[src/rtl/mem_access_pkg.sv]
// mem_access_pkg: shared encodings for the memory access sequencer.
// Request kinds as seen on req_kind, the sequencer state enum and the
// latency counter width.
package mem_access_pkg;

    typedef enum logic [1:0] {
        KIND_FETCH = 2'b00,
        KIND_LOAD  = 2'b01,
        KIND_STORE = 2'b10,
        KIND_RSVD  = 2'b11
    } kind_t;

    typedef enum logic [1:0] {
        ST_IDLE   = 2'b00,
        ST_ACCESS = 2'b01,
        ST_DONE   = 2'b10
    } state_t;

    localparam int LAT_CNT_W = 4;

endpackage : mem_access_pkg

[src/rtl/mem_access_unit.sv]
// mem_access_unit: sequences one fetch/load/store at a time between the
// multi-cycle controller and the unified instruction/data memory.
// Optional build macro MEM_ACCESS_MISALIGN_TRAP_EN: when defined, a request
// whose byte address is not word aligned completes immediately with err;
// when undefined, the low two address bits are cleared and the access runs.
module mem_access_unit
    import mem_access_pkg::*;
#(
    parameter int READ_LAT = 1,
    parameter int DATA_W   = 32,
    parameter int ADDR_W   = 32
) (
    input  logic              clk,
    input  logic              reset,
    input  logic              req_valid,
    output logic              req_ready,
    input  logic [1:0]        req_kind,
    input  logic [ADDR_W-1:0] req_addr,
    input  logic [DATA_W-1:0] req_wdata,
    output logic [ADDR_W-1:0] mem_addr,
    output logic [DATA_W-1:0] mem_wdata,
    output logic              mem_read,
    output logic              mem_write,
    input  logic [DATA_W-1:0] mem_rdata,
    output logic [DATA_W-1:0] ir,
    output logic [DATA_W-1:0] mdr,
    output logic              done,
    output logic              err
);

    state_t               state;
    state_t               state_nxt;
    kind_t                kind;
    logic [LAT_CNT_W-1:0] lat_cnt;
    logic                 err_q;
    logic                 accept;
    logic                 bad_req;
    logic [ADDR_W-1:0]    addr_in;
    logic                 is_read;
    logic                 last_read;
    logic                 access_end;

`ifdef MEM_ACCESS_MISALIGN_TRAP_EN
    assign bad_req = (req_kind == KIND_RSVD) || (req_addr[1:0] != 2'b00);
    assign addr_in = req_addr;
`else
    logic unused_addr_lsbs;
    assign unused_addr_lsbs = ^req_addr[1:0];
    assign bad_req = (req_kind == KIND_RSVD);
    assign addr_in = {req_addr[ADDR_W-1:2], 2'b00};
`endif

    assign accept     = req_valid && req_ready;
    assign is_read    = (kind == KIND_FETCH) || (kind == KIND_LOAD);
    assign last_read  = (lat_cnt == LAT_CNT_W'(READ_LAT - 1));
    // A store always lasts a single ACCESS cycle; reads last READ_LAT cycles.
    assign access_end = is_read ? last_read : 1'b1;
    assign err        = done && err_q;

    // Next-state and strobe decode; strobes are pure functions of state so
    // they fall together with the asynchronous state reset.
    always_comb begin
        // NOTE: every output gets a default before the case so no path leaves
        // a signal unassigned, which would otherwise infer a latch.
        state_nxt = state;
        req_ready = 1'b0;
        mem_read  = 1'b0;
        mem_write = 1'b0;
        done      = 1'b0;
        case (state)
            ST_IDLE: begin
                req_ready = 1'b1;
                if (req_valid) begin
                    state_nxt = bad_req ? ST_DONE : ST_ACCESS;
                end
            end
            ST_ACCESS: begin
                mem_read  = is_read;
                mem_write = (kind == KIND_STORE);
                if (access_end) begin
                    state_nxt = ST_DONE;
                end
            end
            ST_DONE: begin
                done      = 1'b1;
                state_nxt = ST_IDLE;
            end
            default: state_nxt = ST_IDLE;
        endcase
    end

    // State register.
    always_ff @(posedge clk or negedge reset) begin
        // NOTE: clocked state uses non-blocking assignments so every register
        // samples pre-edge values regardless of block evaluation order.
        if (!reset) begin
            state <= ST_IDLE;
        end else begin
            state <= state_nxt;
        end
    end

    // Request capture on accept; held until the next accept.
    always_ff @(posedge clk or negedge reset) begin
        if (!reset) begin
            kind      <= KIND_FETCH;
            mem_addr  <= '0;
            mem_wdata <= '0;
            err_q     <= 1'b0;
        end else if (accept) begin
            kind      <= kind_t'(req_kind);
            mem_addr  <= addr_in;
            mem_wdata <= req_wdata;
            err_q     <= bad_req;
        end
    end

    // Read latency counter: cleared on accept, advanced through ACCESS.
    always_ff @(posedge clk or negedge reset) begin
        if (!reset) begin
            lat_cnt <= '0;
        end else if (accept) begin
            lat_cnt <= '0;
        end else if (state == ST_ACCESS && !access_end) begin
            lat_cnt <= lat_cnt + 1'b1;
        end
    end

    // Capture read data into IR or MDR on the edge ending the last read cycle.
    always_ff @(posedge clk or negedge reset) begin
        // NOTE: IR and MDR are ordinary registers and are reset, so an
        // interrupted access leaves a zero IR, which decodes as a NOP.
        if (!reset) begin
            ir  <= '0;
            mdr <= '0;
        end else if (state == ST_ACCESS && is_read && last_read) begin
            if (kind == KIND_FETCH) begin
                ir <= mem_rdata;
            end else begin
                mdr <= mem_rdata;
            end
        end
    end

endmodule : mem_access_unit

[config.mk]
export PLATFORM = sky130hd
export DESIGN_NAME = mem_access_unit
export DESIGN_NICKNAME = d
export VERILOG_FILES = /design/src/rtl/mem_access_pkg.sv /design/src/rtl/mem_access_unit.sv
export SDC_FILE = /design/constraint.sdc
export NUM_CORES = 1
export LEC_CHECK = 0
export ABC_AREA = 1
export BUFFER_PORTS_ARGS = -buffer_cell sky130_fd_sc_hd__buf_4
export CELL_PAD_IN_SITES_DETAIL_PLACEMENT = 1
export CELL_PAD_IN_SITES_GLOBAL_PLACEMENT = 1
export CORE_MARGIN = 2
export CORE_UTILIZATION = 31
export DETAILED_ROUTE_END_ITERATION = 10
export PLACE_DENSITY = 0.87
export SYNTH_ARGS = -nofsm -noshare
export SYNTH_HDL_FRONTEND = slang
export SYNTH_SLANG_ARGS = --single-unit
[constraint.sdc]
create_clock -name clk -period 1.7 [get_ports clk]
set_clock_uncertainty 0.2 [all_clocks]
set_input_delay 0.255 -clock clk [delete_from_list [all_inputs] [get_ports clk]]
set_output_delay 0.255 -clock clk [all_outputs]
set_load 0.05 [all_outputs]
==> results of run 1 <==
-- final cells by class --
type,instances,share of cell area [%]
flip-flops and latches,135,36.2
repair buffers,360,33.9
multi-input cells,427,19.6
clock buffers,17,4.56
well taps,225,3.02
clock inverters,15,2.17
inverters,11,0.469
diodes,1,0.0268
-- metrics by stage --
step,power (uW),util [%],cell area (um^2),TNS [ps]
after floorplan,13300,-,5380,-618
after global placement,16900,43.6,7470,0
after detailed placement,17200,43.6,7470,-4.14
after CTS,21500,53.4,9140,-304
after global routing,23100,54.5,9330,-835
final,22000,54.5,9330,-134
-- synthesized netlist by cell type, types with 3 or more instances --
| cell | instances | area share [%] |
|---|---|---|
| buf_2 | 8 | 0.75 |
| buf_4 | 14 | 2.0 |
| clkbuf_1 | 11 | 0.77 |
| dfrtp_1 | 135 | 63 |
| inv_1 | 9 | 0.63 |
| nand2_1 | 327 | 23 |
| nand3_1 | 72 | 6.7 |
| nor2_1 | 8 | 0.56 |
| o21ai_0 | 3 | 0.28 |
-- where the power goes --
part | leakage (uW) | switching, uW | internal [uW]
clock | 0.000304 | 1490 | 2470
combinational | 0.00302 | 8700 | 3590
sequential | 0.00166 | 1020 | 4760
total | 0.00498 | 11200 | 10800
-- path summary, 6_finish.rpt --
kind	end	slack [ps]
setup / recovery	mem_write	-50
hold / removal	ir[23]	150
setup reg to reg	ir[31]	30
hold reg to reg	ir[25]	270
max in group asynchronous	mdr[2]	560
min in group clk	ir[25]	270
-- what timing repair did --
item,4_1_cts,5_1_grt
hold buffers,98,0
cloned,0,4
setup buffers,3,3
gates resized for setup,10,18
hold endpoints to repair,256,0
setup endpoints to repair,14,103
pin swaps,3,8
-- sequential cells by signal, summed over array words and instances (netlist names) --
| signal | cells |
|---|---|
| mem_addr | 30 |
| err_q | 1 |
| state | 2 |
| ir | 32 |
| mem_wdata | 32 |
| lat_cnt | 4 |
| mdr | 32 |
| kind | 2 |
-- worst register-to-register path: stages (launching register included) --
cell       delay [ps]
dfrtp_1           390
inv_2             100
nand2_4            70
nor2_4            110
buf_4             170
nand3_4           140
clkbuf_16         220
nand2_1            90
nand2_1            60
-- routing by layer --
layer,track usage [%],wire [um],vias to the layer above
met1,24.9,8150,2782
met4,11.8,771,0
met3,5.35,1160,50
li1,-,-,2579
met5,0,0,-
met2,40.6,12000,228
-- cells by family after synthesis --
group / count (synthesis) / synth area share [%]
compound gates: 7 / 0.653
xor+xnor: 1 / 0.163
fa+ha+maj: 2 / 0.466
buf+inv: 45 / 4.31
flops: 135 / 63.0
other cells: 1 / 0.0699
simple gates: 415 / 31.4
==> run_results.csv, run 1 <==
group,metric,value,unit
sta,holdWs,154,ps
placement,place_congestion,0.761,
global_route,grt_pass1_vias,6123,
logic_synthesis,avgSynthCellArea,8.85,um^2
sta,rsz0062_at_grt,"yes",
setup_path,crit_path_max_incr_delay,390,ps
pwr,leakagePower,0.00498,uW
global_route,grt_start_max_net_pins,55,
global_route,grt_pass1_wl,32100,um
setup_path,path_delay_family,"flip-flops",
clock_network,cts.sinks,135,
logic_synthesis,synth.ff_latch_count,135,
clock_network,clkSlewWorstSetupHoldPaths,60,ps
logic_synthesis,seq_area_frac_synth,63.0,%
global_route,grt_overflow,0,
cells_and_area,final_common_cell,"nand2_1",
cells_and_area,finalNonFillerCells,1191,
sta,drv_slew,0,
setup_path,cp_cell_sequence,"inv_2, nand2_4, nor3_4, buf_6",
setup_path,cp.depth,4,
cells_and_area,fin_nets,1055,
clock_network,h-tree-depth,4,
clock_network,cts_buffers,17,
global_route,antenna_found_initial,1,
hold_path,hold_path_class,"in2async",
floorplan,core-area,17100,um^2
logic_synthesis,synthArstFlopShare,100,%
setup_path,startpoint_type,"register",
route,drt-wirelength-per-cell,18.5,um
floorplan,die_height,136,um
route,drc,0,
cells_and_area,seq_area,3380,um^2
cells_and_area,area_growth,73.9,%
sta,min_period,1750,ps
sta,finalHoldViolCount,0,
setup_path,critPathCaptureType,"primary output",
cells_and_area,drive_above_1_share,32.4,%
job,cap_violations,0,
clock_network,clkLatencyLatePin,410,ps
clock_network,cts_root_buf,"clkbuf_16",
clock_network,cts_tree,"done",
logic_synthesis,ys_types,21,
cells_and_area,final_cell_mix,"325 x nand2_1, 241 x buf_4, 133 x dfrtp_1",
logic_synthesis,syn-instance-count,606,
route,ant_nets,0,
sta,post-route-period-util,103,%
pwr,worst_ir_drop_vdd,0.00134,V
sta,setup_viol,4,
route,vias_per_cell,4.73,
status,status,"finished with violations",
placement,dp_cells,1050,
clock_network,ctsLongestPathBuffers,2,
placement,port-buffer-count,229,
setup_path,crit_start,"state[1]",
status,violations,"setup timing",
route,vias,5639,
global_route,gr-usage-all-layers,22.7,%
route,drt_iter0_drc,199,
setup_path,arrival,1290,ps
floorplan,dieArea,18400,um^2
placement,dp_slack,-4.14,ps
setup_path,critPathBufInv,2,
setup_path,reg2reg_from,"state[1]",
cells_and_area,n_fill_cell,1937,
sta,relSlewSlack,66.6,%
sta,worst_pin_slew,500,ps
setup_path,worstSetupPathType,"reg2out",
route,wl,22000,um
setup_path,critPathRequiredTime,1240,ps
floorplan,die_width,136,um
floorplan,ios,234,
logic_synthesis,netlist_area,5370,um^2
setup_path,slowest_stage,"dfrtp_1",
setup_path,crit_fanout,3,
placement,dp_hpwl,12000,um
logic_synthesis,synth_edf_count,0,
setup_path,rr_worst_depth,8,
pwr,powerDensity,2360,nW/um^2
logic_synthesis,ys_warn_count,0,
sta,timing.fmax,572,MHz
sta,worst_slack,-48.6,ps
floorplan,fp-row-count,48,
cells_and_area,multiInputGateArea,1830,um^2
route,drt-pass1-iter-count,4,
logic_synthesis,ys.flop_type,"dfrtp_1",
floorplan,initial_core_util,31.3,%
Note: power is estimated with default switching activity, not from simulation.
==> run 2, diff against run 1 <==
CORE_UTILIZATION = 34   (was 31)
PLACE_DENSITY = 0.9   (was 0.87)
clock period = 2 ns   (was 1.7 ns; I/O delays follow)
==> run_results.csv, run 2 (same netlist as run 1, synthesis figures left out) <==
group,metric,value,unit
job,cap_violations,0,
placement,dp_hpwl,11800,um
global_route,grt_pass1_wl,33800,um
setup_path,arrival,1440,ps
sta,finalSetupTns,0,ps
hold_path,hold_path_class,"in2async",
sta,setup_viol,0,
sta,worst_slack,56.8,ps
clock_network,cts_tree,"done",
clock_network,h-tree-depth,4,
pwr,powerDensity,2020,nW/um^2
setup_path,worstSetupPathType,"reg2out",
floorplan,initial_core_util,35.0,%
setup_path,critPathRequiredTime,1500,ps
clock_network,clkLatencyLatePin,410,ps
route,drt-pass1-iter-count,6,
sta,post-route-period-util,97.2,%
cells_and_area,multiInputGateArea,1770,um^2
global_route,antenna_found_initial,2,
floorplan,core-area,15300,um^2
sta,min_period,1940,ps
cells_and_area,fin_nets,1037,
cells_and_area,seq_area,3380,um^2
setup_path,critPathCaptureType,"primary output",
clock_network,clkSlewWorstSetupHoldPaths,60,ps
cells_and_area,drive_above_1_share,30.1,%
route,drt-wirelength-per-cell,18.7,um
cells_and_area,post-route-util,58.3,%
cells_and_area,final_cell_mix,"327 x nand2_1, 236 x buf_4, 135 x dfrtp_1",
route,drt_iter0_drc,260,
clock_network,ctsLongestPathBuffers,2,
route,drc,0,
sta,drv_slew,0,
floorplan,die_width,130,um
status,status,"complete, no violations",
cells_and_area,n_fill_cell,1727,
global_route,grt_overflow,0,
sta,timing.fmax,515,MHz
floorplan,ios,234,
global_route,gr-usage-all-layers,26.4,%
route,ant_nets,0,
cells_and_area,final_common_cell,"nand2_1",
pwr,worst_ir_drop_vdd,0.00113,V
cells_and_area,reg_top3,"ir: 32 flops, mdr: 32 flops, mem_wdata: 32 flops",
floorplan,dieArea,16800,um^2
floorplan,die_height,130,um
route,vias_per_cell,4.86,
clock_network,cts_buffers,17,
global_route,grt_start_max_net_pins,73,
placement,dp_slack,235,ps
cells_and_area,area_growth,66.3,%
route,wl,21700,um
setup_path,crit_fanout,5,
setup_path,startpoint_type,"register",
clock_network,cts_root_buf,"clkbuf_16",
clock_network,cts.sinks,135,
placement,port-buffer-count,229,
route,vias,5647,
pwr,leakagePower,0.00478,uW
sta,finalHoldViolCount,0,
global_route,grt_pass1_vias,6366,
floorplan,fp-row-count,45,
placement,place_congestion,0.798,
## run 2: changes by cell type in the layout (fill, tap and decap cells not counted), moves of 3 or more
cell	delta
buf_4	-5
buf_6	-4
clkbuf_16	-4
clkinvlp_4	+4
buf_8	-3
bufinv_16	-3
## run 2: worst max-delay path: stages, from the launching register on
cell and delay [ps]:
dfrtp_1 400, inv_2 120, nand2_1 150, nor3_2 150
buf_4 230
## run 2: final timing paths
check                      cells after the start  startpoint        end  slack (ps)
max                                            4    state[1]  mem_write          60
max reg2reg                                    8  lat_cnt[0]     ir[23]         190
min                                            2       reset      ir[0]         180
min in group clk                               2      mdr[0]     mdr[0]         270
min reg2reg                                    2      mdr[0]     mdr[0]         270
max in group asynchronous                      3       reset     mdr[9]         820
## run 2: final cells by class
class                           count  area share [%]
Antenna cell                        3          0.0841
Clock buffer                       19            4.96
Clock inverter                     13            1.39
Inverter                           11           0.463
Multi-Input combinational cell    427            19.8
Sequential cell                   135            37.9
Tap cell                          211            2.96
Timing Repair Buffer              342            32.4
## run 2: power breakdown
group	total (uW)	switching (uW)	internal, uW
clock	3020	1260	1760
combinational	10100	7330	2750
sequential	4930	879	4050
total	18000	9470	8550
## run 2: repair_timing
item                       in CTS  in global routing
hold buffers                   98                  0
resized for setup               0                  1
hold endpoints to repair      247                  0
setup endpoints to repair       0                  1
buffers inserted                0                  1
## run 2: per-stage QoR
step                      hold slack, ps  area, um^2  power (uW)  cells
after floorplan                     -196        5380       11300    607
after global placement              49.3        7360       14300   1027
after CTS                            172        8900       17700   1157
final                                175        8920       18000   1161
after detailed placement            43.9        7360       14500   1027
after global routing                 205        8920       18900   1160
## run 2: per-layer routing
| metal | vias to the layer above | wire (um) | global-route usage, % |
|---|---|---|---|
| met2 | 235 | 11700 | 47.6 |
| met4 | 0 | 794 | 13.7 |
| met1 | 2809 | 8040 | 28.6 |
| met3 | 63 | 1160 | 6.65 |
| met5 | - | 0 | 0 |
| li1 | 2540 | - | - |
